==> src/rtl/tt_inciso2_pkg.sv <==
// tt_inciso2_pkg: shared state encoding, sweep geometry and golden table
// for the Inciso 2 truth-table scanner.
package tt_inciso2_pkg;

    localparam int NUM_VECTORS = 32;
    localparam int IDX_W       = 5;
    localparam logic [NUM_VECTORS-1:0] EXPECTED_INCISO2 = 32'h0A3F_8C7F;

    typedef enum logic [2:0] {
        S_IDLE,
        S_DRIVE,
        S_WAIT,
        S_SAMPLE,
        S_FIN,
        S_DONE
    } state_t;

endpackage

==> src/rtl/tt_scanner_inciso2_settle_cnt.sv <==
// tt_settle_cnt: loadable 4-bit down-counter with zero flag, used to time
// the settle window between driving a vector and sampling F.
module tt_settle_cnt (
    input  logic       clk,
    input  logic       rst_n,
    input  logic       i_load,
    input  logic       i_dec,
    input  logic [3:0] i_val,
    output logic       o_zero
);

    logic [3:0] r_cnt;

    always_ff @(posedge clk) begin
        if (!rst_n)
            r_cnt <= 4'd0;
        else if (i_load)
            r_cnt <= i_val;
        else if (i_dec && r_cnt != 4'd0)
            r_cnt <= r_cnt - 4'd1;
    end

    assign o_zero = (r_cnt == 4'd0);

endmodule

==> src/rtl/tt_scanner_inciso2.sv <==
// tt_scanner_inciso2: sweeps all 32 {X,Y,Z,K,M} vectors into the function
// block, records F_Final per vector and compares it against a golden table.
module tt_scanner_inciso2
    import tt_inciso2_pkg::*;
#(
    parameter int                      SETTLE   = 1,
    parameter logic [NUM_VECTORS-1:0]  EXPECTED = EXPECTED_INCISO2
) (
    input  logic                   clk,
    input  logic                   rst_n,
    input  logic                   start,
    input  logic                   abort,
    input  logic                   f_in,
    output logic                   x_o,
    output logic                   y_o,
    output logic                   z_o,
    output logic                   k_o,
    output logic                   m_o,
    output logic                   busy,
    output logic                   done,
    output logic                   pass,
    output logic [NUM_VECTORS-1:0] truth_table,
    output logic [5:0]             mismatch_cnt,
    output logic [IDX_W-1:0]       first_fail,
    output logic                   first_fail_vld
);

    // The counter holds the WAIT cycles remaining after the current one,
    // so WAIT lasts exactly SETTLE cycles and exits on the zero flag.
    localparam logic [3:0] LOAD_VAL = (SETTLE == 0) ? 4'd0 : 4'(SETTLE - 1);

    state_t                 r_state;
    logic [IDX_W-1:0]       r_idx;
    logic [IDX_W-1:0]       r_vec;
    logic                   r_busy;
    logic                   r_done;
    logic                   r_pass;
    logic [NUM_VECTORS-1:0] r_tt;
    logic [5:0]             r_mcnt;
    logic [IDX_W-1:0]       r_ff;
    logic                   r_ffv;
    logic                   w_zero;
    logic                   w_miss;

    assign w_miss = (f_in != EXPECTED[r_idx]);

    tt_settle_cnt u_settle (
        .clk    (clk),
        .rst_n  (rst_n),
        .i_load (r_state == S_DRIVE),
        .i_dec  (r_state == S_WAIT),
        .i_val  (LOAD_VAL),
        .o_zero (w_zero)
    );

    always_ff @(posedge clk) begin
        if (!rst_n) begin
            r_state <= S_IDLE;
            r_idx   <= '0;
            r_vec   <= '0;
            r_busy  <= 1'b0;
            r_done  <= 1'b0;
            r_pass  <= 1'b0;
            r_tt    <= '0;
            r_mcnt  <= '0;
            r_ff    <= '0;
            r_ffv   <= 1'b0;
        end else if (abort && r_busy) begin
            r_state <= S_IDLE;
            r_busy  <= 1'b0;
            r_done  <= 1'b0;
            r_pass  <= 1'b0;
        end else begin
            case (r_state)
                S_IDLE, S_DONE: begin
                    if (start) begin
                        r_state <= S_DRIVE;
                        r_idx   <= '0;
                        r_busy  <= 1'b1;
                        r_done  <= 1'b0;
                        r_pass  <= 1'b0;
                        r_tt    <= '0;
                        r_mcnt  <= '0;
                        r_ff    <= '0;
                        r_ffv   <= 1'b0;
                    end
                end
                S_DRIVE: begin
                    r_vec   <= r_idx;
                    r_state <= (SETTLE == 0) ? S_SAMPLE : S_WAIT;
                end
                S_WAIT: begin
                    if (w_zero)
                        r_state <= S_SAMPLE;
                end
                S_SAMPLE: begin
                    r_tt[r_idx] <= f_in;
                    if (w_miss) begin
                        r_mcnt <= r_mcnt + 6'd1;
                        if (!r_ffv) begin
                            r_ff  <= r_idx;
                            r_ffv <= 1'b1;
                        end
                    end
                    if (r_idx == IDX_W'(NUM_VECTORS - 1)) begin
                        r_state <= S_FIN;
                        r_busy  <= 1'b0;
                    end else begin
                        r_idx   <= r_idx + 1'b1;
                        r_state <= S_DRIVE;
                    end
                end
                S_FIN: begin
                    r_pass  <= (r_mcnt == 6'd0);
                    r_done  <= 1'b1;
                    r_state <= S_DONE;
                end
                default: r_state <= S_IDLE;
            endcase
        end
    end

    assign {x_o, y_o, z_o, k_o, m_o} = r_vec;
    assign busy           = r_busy;
    assign done           = r_done;
    assign pass           = r_pass;
    assign truth_table    = r_tt;
    assign mismatch_cnt   = r_mcnt;
    assign first_fail     = r_ff;
    assign first_fail_vld = r_ffv;

endmodule

==> config.mk <==
export PLATFORM = sky130hd
export DESIGN_NAME = tt_scanner_inciso2
export DESIGN_NICKNAME = d
export VERILOG_FILES = /design/src/rtl/tt_inciso2_pkg.sv /design/src/rtl/tt_scanner_inciso2_settle_cnt.sv /design/src/rtl/tt_scanner_inciso2.sv
export SDC_FILE = /design/constraint.sdc
export NUM_CORES = 1
export LEC_CHECK = 0
export ABC_CLOCK_PERIOD_IN_PS = 2310
export CAP_MARGIN = 20
export CORE_MARGIN = 5
export CORE_UTILIZATION = 40
export DETAILED_ROUTE_END_ITERATION = 8
export GPL_TIMING_DRIVEN = 0
export PLACE_DENSITY = 0.65
export RECOVER_POWER = 100
export SLEW_MARGIN = 30
export SYNTH_ARGS = -nofsm -noshare
export SYNTH_HDL_FRONTEND = slang
export SYNTH_SLANG_ARGS = --single-unit
==> constraint.sdc <==
create_clock -name clk -period 2.31 [get_ports clk]
set_input_delay 0.231 -clock clk [delete_from_list [all_inputs] [get_ports clk]]
set_output_delay 0.231 -clock clk [all_outputs]
set_load 0.05 [all_outputs]
* Word level (Yosys, flattened, before mapping)
Memory sizes are Yosys's and may differ from the RTL's. A register that Yosys moved wholly into a read port is not among the register bits.
Cells that the tools add are included.
** Cells by class
- Eq/ne operators :: 13
- Order comparisons :: 2
- $add $sub $neg :: 3
- Multiplexer cells :: 29
- Reduce and logical (&&, ||, !) cells :: 20
- Bitwise logic cells :: 2
** Operator list (count)
- $pmux W32 S2 :: 1
- $bwmux W32 :: 1
- $mux W32 :: 1
- $mux W5 :: 6
- $pmux W5 S2 :: 2
- $pmux W3 S5 :: 1
- $mux W6 :: 2
- $ne A2 B2 Y1 const B :: 6
- $pmux W6 S2 :: 1
- $mux W3 :: 3
- $pmux W1 S2 :: 4
- $reduce_and A4 Y1 :: 2
- $add A6 B1 Y6 const B :: 1
- $eq A3 B2 Y1 const B :: 2
- $eq A3 B3 Y1 const B :: 2
- $logic_not A6 Y1 :: 1
- $lt A5 B6 Y1 const B :: 1
- $mux W1 :: 6
- $reduce_and A2 Y1 :: 3
- $reduce_and A3 Y1 :: 2
- $reduce_or A2 Y1 :: 3
- $add A5 B1 Y5 const B :: 1
- $demux W1 S5 :: 1
- $eq A5 B5 Y1 const B :: 1
- 11 further kinds :: 15
** Storage, ports and cells
- Logic and storage cells :: 81
- Memories kept :: 1
- ROM bits :: 32
- Bits of input ports :: 5
- Register bits after elaboration :: 64
- Output and inout port bits :: 52
** Memory list
- (name not given) :: words 32, width 1, rd ports 1, clocked after memory_dff 1, wr ports 0, RTL line tt_scanner_inciso2.sv:45 : assign w_miss = (f_in != EXPECTED[r_idx]);

* Longest topological paths before layout
Gate-level depths: netlist of run 1.
- Depth after elaboration :: 6
- Gate-level depth with buffers :: 9
- Gate-level depth less buffers :: 9

* Cells and area by module
From an unflattened synthesis of run 1, not the netlist that was laid out.
** Second synthesis, totals
- Cells, all modules :: 366
- Area total of the unflattened synthesis :: 3045.4 um^2
** By module, submodules not included
- tt_scanner_inciso2 :: sequential area each 1221.2 um^2, area an instance 2788.9 um^2, times used 1, cells each 335
- tt_settle_cnt :: sequential area each 80.1 um^2, area an instance 256.5 um^2, times used 1, cells each 31

* Least setup slack after synthesis of run 1
Ideal clock, no wire load.
- Kind :: register to register
- From :: register r_idx[0]
- To :: register with a tool-made name
- Stages on the path, launching flop included :: 10
- Clock period less this slack :: 2216 ps
- Path buffers :: 0
- Data required time :: 2190 ps
- Setup time :: 120 ps
- Data arrival time :: 2096 ps
- Slack :: 94 ps
- Cells stage by stage :: dfxtp_1 -> ha_1 -> and3_1 -> ha_1 -> inv_1 -> nand3_4 -> or3b_1 -> a31oi_4 -> a21boi_1 -> a211o_1
** RTL lines
- start, declared :: RTL line tt_scanner_inciso2.sv:33 : logic [IDX_W-1:0] r_idx;
- start signal, assigned :: RTL line tt_scanner_inciso2.sv:109 : r_idx <= r_idx + 1'b1;

==> results of run 1 <==
==> cell families (layout without fill, tap and decap cells) <==
| group | count (synthesis) | in the layout |
|---|---|---|
| AO/OA/AOI/OAI | 114 | 114 |
| buffers and inverters | 34 | 106 |
| adder cells (fa/ha/maj) | 8 | 8 |
| XOR/XNOR | 6 | 6 |
| AND/OR/NAND/NOR | 160 | 160 |
| flip-flops | 65 | 65 |
| multiplexers | 3 | 3 |
==> per-layer routing <==
layer	GRT usage, %	vias to the layer above	wire (um)
li1	-	1475	-
met1	21.3	1371	3700
met2	26.6	69	3600
met3	5.54	6	413
met4	3.02	0	50
met5	0	-	0
==> flip-flops by register name, indices dropped and copies added (netlist names), named ones only <==
| register | cells |
|---|---|
| truth_table | 32 |
| first_fail | 5 |
| busy | 1 |
| mismatch_cnt | 6 |
| r_state | 3 |
| done | 1 |
| r_vec | 5 |
| first_fail_vld | 1 |
| pass | 1 |
| r_idx | 5 |
| u_settle.r_cnt | 4 |
==> layout by cell type, fill, tap and decap left out, drive strengths merged, types with 7 or more instances in the layout <==
cell / n
buf: 8
nand2: 53
clkdlybuf4s50: 55
nor2: 65
nor3: 7
inv: 13
ha: 8
dfxtp: 65
a21oi: 19
clkbuf: 25
nand3b: 9
o21ai: 72
==> critical path, delay by kind of cell (launching register included) <==
| family | cells | cell delay (ps) |
|---|---|---|
| AND/OR/NAND/NOR | 3 | 750 |
| buffers and inverters | 2 | 290 |
| AO/OA/AOI/OAI | 3 | 580 |
| flip-flops | 1 | 330 |
| adder cells (fa/ha/maj) | 1 | 200 |
==> worst max path at each step <==
stage	startpoint	cells after the start	endpoint
after CTS	r_idx[0]	9	register
after global routing	r_idx[0]	9	register
after detailed placement	start	7	truth_table[6]
after global placement	start	8	register
final	r_idx[3]	9	register
after floorplan	r_idx[0]	9	register
==> report_power, final <==
| group | total (mW) | internal, mW | switching (mW) | leakage [nW] |
|---|---|---|---|---|
| logic | 0.315 | 0.0881 | 0.227 | 0.776 |
| clock network | 1.07 | 0.636 | 0.436 | 0.113 |
| registers | 1.15 | 1.13 | 0.0172 | 0.525 |
| total | 2.54 | 1.86 | 0.680 | 1.41 |
==> cell type report <==
class | instances | area, sq um
plain buffers | 21 | 90.1
clock buffers | 11 | 141
clock inverters | 5 | 78.8
fillers | 758 | 3360
inverters | 13 | 48.8
multi-input cells | 291 | 1590
flip-flops and latches | 65 | 1300
well taps | 99 | 124
repair buffers | 56 | 558
==> repair_timing <==
item | CTS | global route
setup endpoints to repair | 1 | 4
resized for setup | 6 | 4
pin swaps | 1 | 1
buffers inserted | 0 | 1
==> qor.yml, run 1 <==
status: "completed"
synth_area_per_cell_sq_um: 7.72
ys.flop_type: "dfxtp_1"
dpl_worst_slack_ps: -163
r2r-start: "r_idx[3]"
synth_top_family_by_area: "simple AND/OR/NAND/NOR gates"
grt_usage_pct: 16.4
fmax_mhz: 441
hold_end: "mismatch_cnt[5]"
yosys.area_share.simple_pct: 24.5
layoutNonFillerInstCount: 561
setup_violations: 0
finalPower_mw: 2.54
clk_path_buf_depth: 2
crit_path_top_delay_cell: "or3b_1"
holdCritPathClass: "in -> reg"
finalNetCount: 470
setup_slack_ps: 43.3
netlist-cell-type-count: 48
hold_violations: 0
fp.coreArea_sq_um: 7290
clockRootBuffer: "clkbuf_8"
synth_seq_cells: 65
fp.dieH_um: 96.8
synth-edff-count: 0
wl_mm: 7.76
start_util_pct: 41.3
async_flop_share_pct: 0
area_delta_synth_final_pct: 30.7
period_share_pct: 98.1
insertion_delay_ps: 340
synth_area_sq_um: 3010
gr-total-overflow: 0
routabilityCongestion: 0.804
placedCellCount: 544
p_leak_nw: 1.41
n_antenna_cell: 0
synth_mux_area_share_pct: 0.998
drive_above_1_share_pct: 7.36
clkSinkCount: 65
synth_area_leader_cell: "dfxtp_1"
clkTransAtPathRegs_ps: 70
fin_worst_skew_ps: 11.1
ir_drop_mv: 0.406
synth_cells: 390
port_buffers: 55
num_vias: 2921
endpoint_kind: "register"
grt_max_degree: 12
synth.net_count: 403
cp_cell_sequence: "clkbuf_2 -> and3_1 -> ha_2 -> inv_2 -> nand3_4 -> or3b_1 -> a31oi_4 -> a21boi_1 -> a211o_1"
holdBufCountCts: 0
h-tree-depth: 3
synthAdderAreaFrac_pct: 3.33
slew_viol_final: 0
synth.most_common_cell: "o21ai_0"
row_count: 31
cts_tree: "built"
final_util_pct: 54.0
ant_nets: 0
synth_compound_area_share_pct: 21.6
setup_tns_ps: 0
dpl_cell_area_sq_um: 3680
design_area_sq_um: 3940
io_pins: 57
min_path_cells: 3
die_area_sq_um: 9360
worstPathRequired_ps: 2530
yosysWarnings: 0
yosys-top-cells-count: "o21ai_0, dfxtp_1, nor2_1, nand2_1, a21oi_1"
finalCriticalPeriod_ps: 2270
max_slew_margin_pct: 65.9
cts_buffers: 9
seq_area_frac_synth_pct: 43.2
dpl.hpwl_mm: 5.48
tightestPinTransition_ps: 506
maxCapViolations: 0
min_from: "rst_n"
antenna_found_initial: 0
die_width_um: 96.8
worstPathArrival_ps: 2490
hold_ws_ps: 359
drc: 0
critical_path.max_fanout: 10
first_global_vias: 2650
p_per_area_nw_per_um2: 645
start_kind: "register"
grt_pass1_wl_mm: 12.8
timing.setup.critical_path_class: "reg -> reg"
wl_per_cell_um: 13.8
synth.top_cell.area_share_pct: 43.2
critical_path.max_stage_delay_ps: 430
rsz0062_at_grt: "true"
routed_via_density: 5.21
drt_iter0_drc: 146
r2r_slack_ps: 40
netlist_top_cells_area: "dfxtp_1, o21ai_0, nor2_1, nand2_1, ha_1"
drtPass1Iterations: 4
worst-r2r-cell-count: 9
synthXorXnorAreaFrac_pct: 1.75
Power figures use the tool's default switching activity.
==> inputs of run 2 (changes only) <==
Settings changed: CTS_CLUSTER_DIAMETER set to 100, REMOVE_ABC_BUFFERS set to 1.
==> qor.yml, run 2 (synthesis results as in run 1) <==
finalNetCount: 451  # -4.0%
path_buf_inv: 1  # -1
start_kind: "input port"
min_path_cells: 2  # -1
maxCapViolations: 0  # unchanged
drive_above_1_share_pct: 8.60  # +1.2 points
hold_ws_ps: 488  # +129 ps
worstPathArrival_ps: 2490  # about the same
first_global_vias: 2636  # -0.53%
wl_mm: 7.69  # -0.97%
finalPower_mw: 2.52  # -0.84%
grt_usage_pct: 16.0  # -0.37 points
endpoint_kind: "register"
setup_violations: 0  # unchanged
clk_path_buf_depth: 2  # unchanged
row_count: 31  # unchanged
antenna_found_initial: 0  # unchanged
cts_tree: "built"
r2r-start: "r_idx[0]"
drt_iter0_drc: 155  # +6.2%
num_vias: 2827  # -3.2%
routed-wl-met2_mm: 3.56  # -1.3%
finalCriticalPeriod_ps: 2260  # -5.18 ps
min_from: "pass"
largest_reg_flops: 32  # unchanged
dpl.hpwl_mm: 5.11  # -6.8%
top_layer: "met4"
h-tree-depth: 3  # unchanged
fp.dieH_um: 96.8  # unchanged
die_area_sq_um: 9360  # unchanged
clockRootBuffer: "clkbuf_8"
grt_max_degree: 38  # +26
critical_path.max_fanout: 19  # +9
placedCellCount: 525  # -3.5%
drc: 0  # unchanged
cts_buffers: 9  # unchanged
area_delta_synth_final_pct: 28.9
io_pins: 57  # unchanged
wl_per_cell_um: 14.2  # +2.7%
max_slew_margin_pct: 60.7  # -5.1 points
status: "completed"
routabilityCongestion: 0.819  # +1.9%
slew_viol_final: 0  # unchanged
final_util_pct: 53.2  # -0.74 points
layoutNonFillerInstCount: 541  # -3.6%
r2r_slack_ps: 80  # +40 ps
gr-total-overflow: 0  # unchanged
route.met3.wl_um: 342  # -17%
routed_via_density: 5.23  # +0.36%
p_leak_nw: 1.56  # +10%
grt_pass1_wl_mm: 12.5  # -2.6%
die_width_um: 96.8  # unchanged
p_per_area_nw_per_um2: 649  # +0.54%
worst-r2r-cell-count: 9  # unchanged
final_common_cell: "o21ai_0"
crit_path_top_delay_cell: "dlygate4sd3_1"
ir_drop_mv: 0.348  # -14%
period_share_pct: 97.9  # -0.22 points
clkSinkCount: 65  # unchanged
worstPathRequired_ps: 2540  # about the same
ant_nets: 0  # unchanged
fp.coreArea_sq_um: 7290  # unchanged
critical_path.max_stage_delay_ps: 690  # +260 ps
fin_worst_skew_ps: 14.0  # +2.95 ps
hold_end: "pass"
clkTransAtPathRegs_ps: 70  # about the same
critPathTopFamily: "simple AND/OR/NAND/NOR gates"
setup_slack_ps: 48.4  # +5.18 ps
holdCritPathClass: "reg -> reg"
insertion_delay_ps: 340  # about the same
cp_cell_sequence: "dlygate4sd3_1 -> nand2b_2 -> or3_4 -> a31o_1 -> and2_4 -> a21boi_1 -> a211o_1"
hold_violations: 0  # unchanged
tightestPinTransition_ps: 585  # +78.5 ps
drtPass1Iterations: 4  # unchanged
timing.setup.critical_path_class: "in -> reg"
dpl_worst_slack_ps: -532  # -369 ps
port_buffers: 56  # +1.8%
n_antenna_cell: 0  # unchanged
fmax_mhz: 442  # +0.23%
start_util_pct: 41.3  # unchanged
drt-met1-wl_mm: 3.65  # -1.2%
most-common-layout-cells: "o21ai_0, nor2_1, dfxtp_1"
rsz0062_at_grt: "true"
-- run 2: worst max path at each step --
stage	start	to	slack, ps	cells after the start
6_report	start	register	50	7
3_5_place_dp	start	register	-530	7
5_1_grt	r_idx[0]	register	-20	9
3_3_place_gp	rst_n	register	-880	7
2_1_floorplan	busy	register	-140	6
4_1_cts	r_state[1]	register	0.2	6
-- run 2: metal layers --
layer  GRT usage [%]  vias up
met4            6.70        0
met1            20.1     1312
li1                -     1439
met2            25.6       66
met5               0        -
met3            4.60       10
-- run 2: worst register-to-register path: cells and delay by family (launching register included) --
kind | cells | cell delay, ps
compound gates | 3 | 450
flops | 1 | 360
simple gates | 4 | 950
fa+ha+maj | 2 | 420
-- run 2: through the flow --
step | TNS, ps | instance area (sq um)
detailed placement | -1100 | 3630
global placement | -9180 | 3610
floorplan | -142 | 2920
global route | -58.3 | 3880
finish | 0 | 3880
CTS | 0 | 3860
-- run 2: report_power, final --
group,leakage [nW],internal [mW],switching [mW]
registers,0.527,1.14,0.0314
logic,0.931,0.0808,0.206
clock network,0.104,0.629,0.434
total,1.56,1.85,0.672
-- run 2: final cells by class --
| type | instances | area (sq um) |
|---|---|---|
| flip-flops and latches | 65 | 1310 |
| clock inverters | 5 | 80.1 |
| well taps | 99 | 124 |
| fillers | 740 | 3410 |
| inverters | 13 | 48.8 |
| clock buffers | 10 | 138 |
| repair buffers | 57 | 581 |
| multi-input cells | 292 | 1600 |
-- run 2: repair_timing --
item	4_1_cts	5_1_grt
resized for setup	8	7
hold buffers	0	0
endpoints found under the setup margin	1	12
buffers inserted	0	0
pin swaps	0	2
cloned	0	1
==> inputs of run 3 (changes only) <==
Settings changed: ABC_CLOCK_PERIOD_IN_PS 2310 to 2400, PLACE_DENSITY 0.65 to 0.63.
Clock period 2.31 ns to 2.4 ns, I/O delays scaled along.
==> qor.yml, run 3 (synthesis results as in run 1) <==
timing.setup.critical_path_class: "reg -> reg"
routabilityCongestion: 0.815  # -0.51%
maxCapViolations: 0  # unchanged
clockRootBuffer: "clkbuf_8"
setup_slack_ps: 117  # +68.9 ps
antenna_found_initial: 0  # unchanged
most-common-layout-cells: "o21ai_0, nor2_1, dfxtp_1"
insertion_delay_ps: 340  # about the same
p_sw_uw: 656  # -2.3%
setup_violations: 0  # unchanged
area_delta_synth_final_pct: 29.1
seqPwrFrac_pct: 45.5  # -0.9 points
dpl.hpwl_mm: 5.24  # +2.6%
start_util_pct: 41.3  # unchanged
cts_tree: "built"
drive_above_1_share_pct: 7.67  # -0.92 points
final_common_cell: "o21ai_0"
cellInternalPower_mw: 1.81  # -1.8%
wl_mm: 7.79  # +1.3%
routed_via_density: 5.25  # +0.49%
rsz0062_at_grt: "false"
holdBufCountCts: 0  # unchanged
period_share_pct: 95.1
finalCriticalPeriod_ps: 2280
clk_path_buf_depth: 2  # unchanged
fin_worst_skew_ps: 7.28  # -6.77 ps
drt_iter0_drc: 143  # -7.7%
fillers: 737  # -0.41%
cts_buffers: 9  # unchanged
tightestPinTransition_ps: 605  # +20.1 ps
design_area_sq_um: 3890  # +0.13%
final_util_pct: 53.3  # +0.069 points
finalNetCount: 451  # unchanged
fp.dieH_um: 96.8  # unchanged
finalPower_mw: 2.47  # -2.0%
grt_usage_pct: 16.3  # +0.29 points
die_area_sq_um: 9360  # unchanged
port_buffers: 56  # unchanged
clkSinkCount: 65  # unchanged
slew_viol_final: 0  # unchanged
swShare_pct: 26.6  # -0.10 points
p_comb_share_pct: 11.2  # -0.2 points
hold_violations: 0  # unchanged
fp.coreArea_sq_um: 7290  # unchanged
clkTransAtPathRegs_ps: 70  # about the same
endpoint_kind: "register"
num_vias: 2846  # +0.67%
clkPwrFrac_pct: 43.3  # +1.1 points
holdCritPathClass: "reg -> reg"
grt_max_degree: 38  # unchanged
ant_nets: 0  # unchanged
die_width_um: 96.8  # unchanged
largest_reg_flops: 32  # unchanged
gr-total-overflow: 0  # unchanged
row_count: 31  # unchanged
wl_per_cell_um: 14.4  # +1.1%
ir_drop_mv: 0.306  # -12%
fmax_mhz: 438
first_global_vias: 2673  # +1.4%
dpl_cell_area_sq_um: 3630  # unchanged
worstPathRequired_ps: 2630  # +90 ps
grt_pass1_wl_mm: 12.8  # +2.6%
io_pins: 57  # unchanged
critical_path.max_fanout: 6  # -13
drtPass1Iterations: 4  # unchanged
max_slew_margin_pct: 59.4  # -1.3 points
p_leak_nw: 1.56  # about the same
start_kind: "register"
p_per_area_nw_per_um2: 635  # -2.1%
drc: 0  # unchanged
h-tree-depth: 3  # unchanged
dpl_worst_slack_ps: -482  # +50.3 ps
worstPathArrival_ps: 2510  # +20 ps
n_antenna_cell: 0  # unchanged
status: "completed"
run 3: per-layer routing:
metal | share of wire, % | vias up | track usage [%]
met5 | 0 | - | 0
met4 | 1.7 | 0 | 7.13
met3 | 4.5 | 13 | 4.03
met2 | 45 | 86 | 26.0
met1 | 49 | 1312 | 20.9
li1 | - | 1435 | -
run 3: through the flow:
stage,hold slack [ps],instances,TNS (ps)
3_3_place_gp,467,524,-5300
2_1_floorplan,378,369,-51.8
4_1_cts,482,541,0
6_report,470,542,0
3_5_place_dp,463,525,-650
5_1_grt,500,542,0
run 3: path summary, 6_finish.rpt:
path,from,cells past startpoint,to,slack (ps)
worst min register to register,mismatch_cnt[5],1,mismatch_cnt[5],470
worst max-delay path,r_idx[0],9,register,120
worst max register to register,r_idx[0],9,register,120
worst min-delay path,mismatch_cnt[5],1,mismatch_cnt[5],470
run 3: timing repair:
action / 4_1_cts / 5_1_grt
resized for setup: 4 / 7
buffers inserted: 0 / 0
cloned: 0 / 1
pin swaps: 0 / 1
setup endpoints to repair: 1 / 3
run 3: worst max-delay path, stage by stage, from the launching register on:
cell and delay [ps]:
dfxtp_2 370, ha_2 220, and3_1 180, ha_2 200
inv_2 80, nand3_4 90, or3b_1 430, a31oi_4 210
a21boi_1 90, a211o_1 290
run 3: final cells by class:
cell class | count | area, sq um | area share, %
clock inverter | 4 | 75.1 | 1.93
timing repair buffer | 57 | 581 | 14.9
sequential | 65 | 1310 | 33.6
inverter | 13 | 48.8 | 1.26
multi-input combinational | 292 | 1600 | 41.1
tap | 99 | 124 | 3.19
clock buffer | 12 | 155 | 3.99
run 3: power by group through the flow:
stage	sequential, mW	clock (mW)	combinational (mW)
floorplan	1.16	0	0.157
global placement	1.15	0	0.258
detailed placement	1.15	0	0.264
CTS	1.12	1.09	0.269
global route	1.13	1.14	0.306
finish	1.12	1.07	0.277
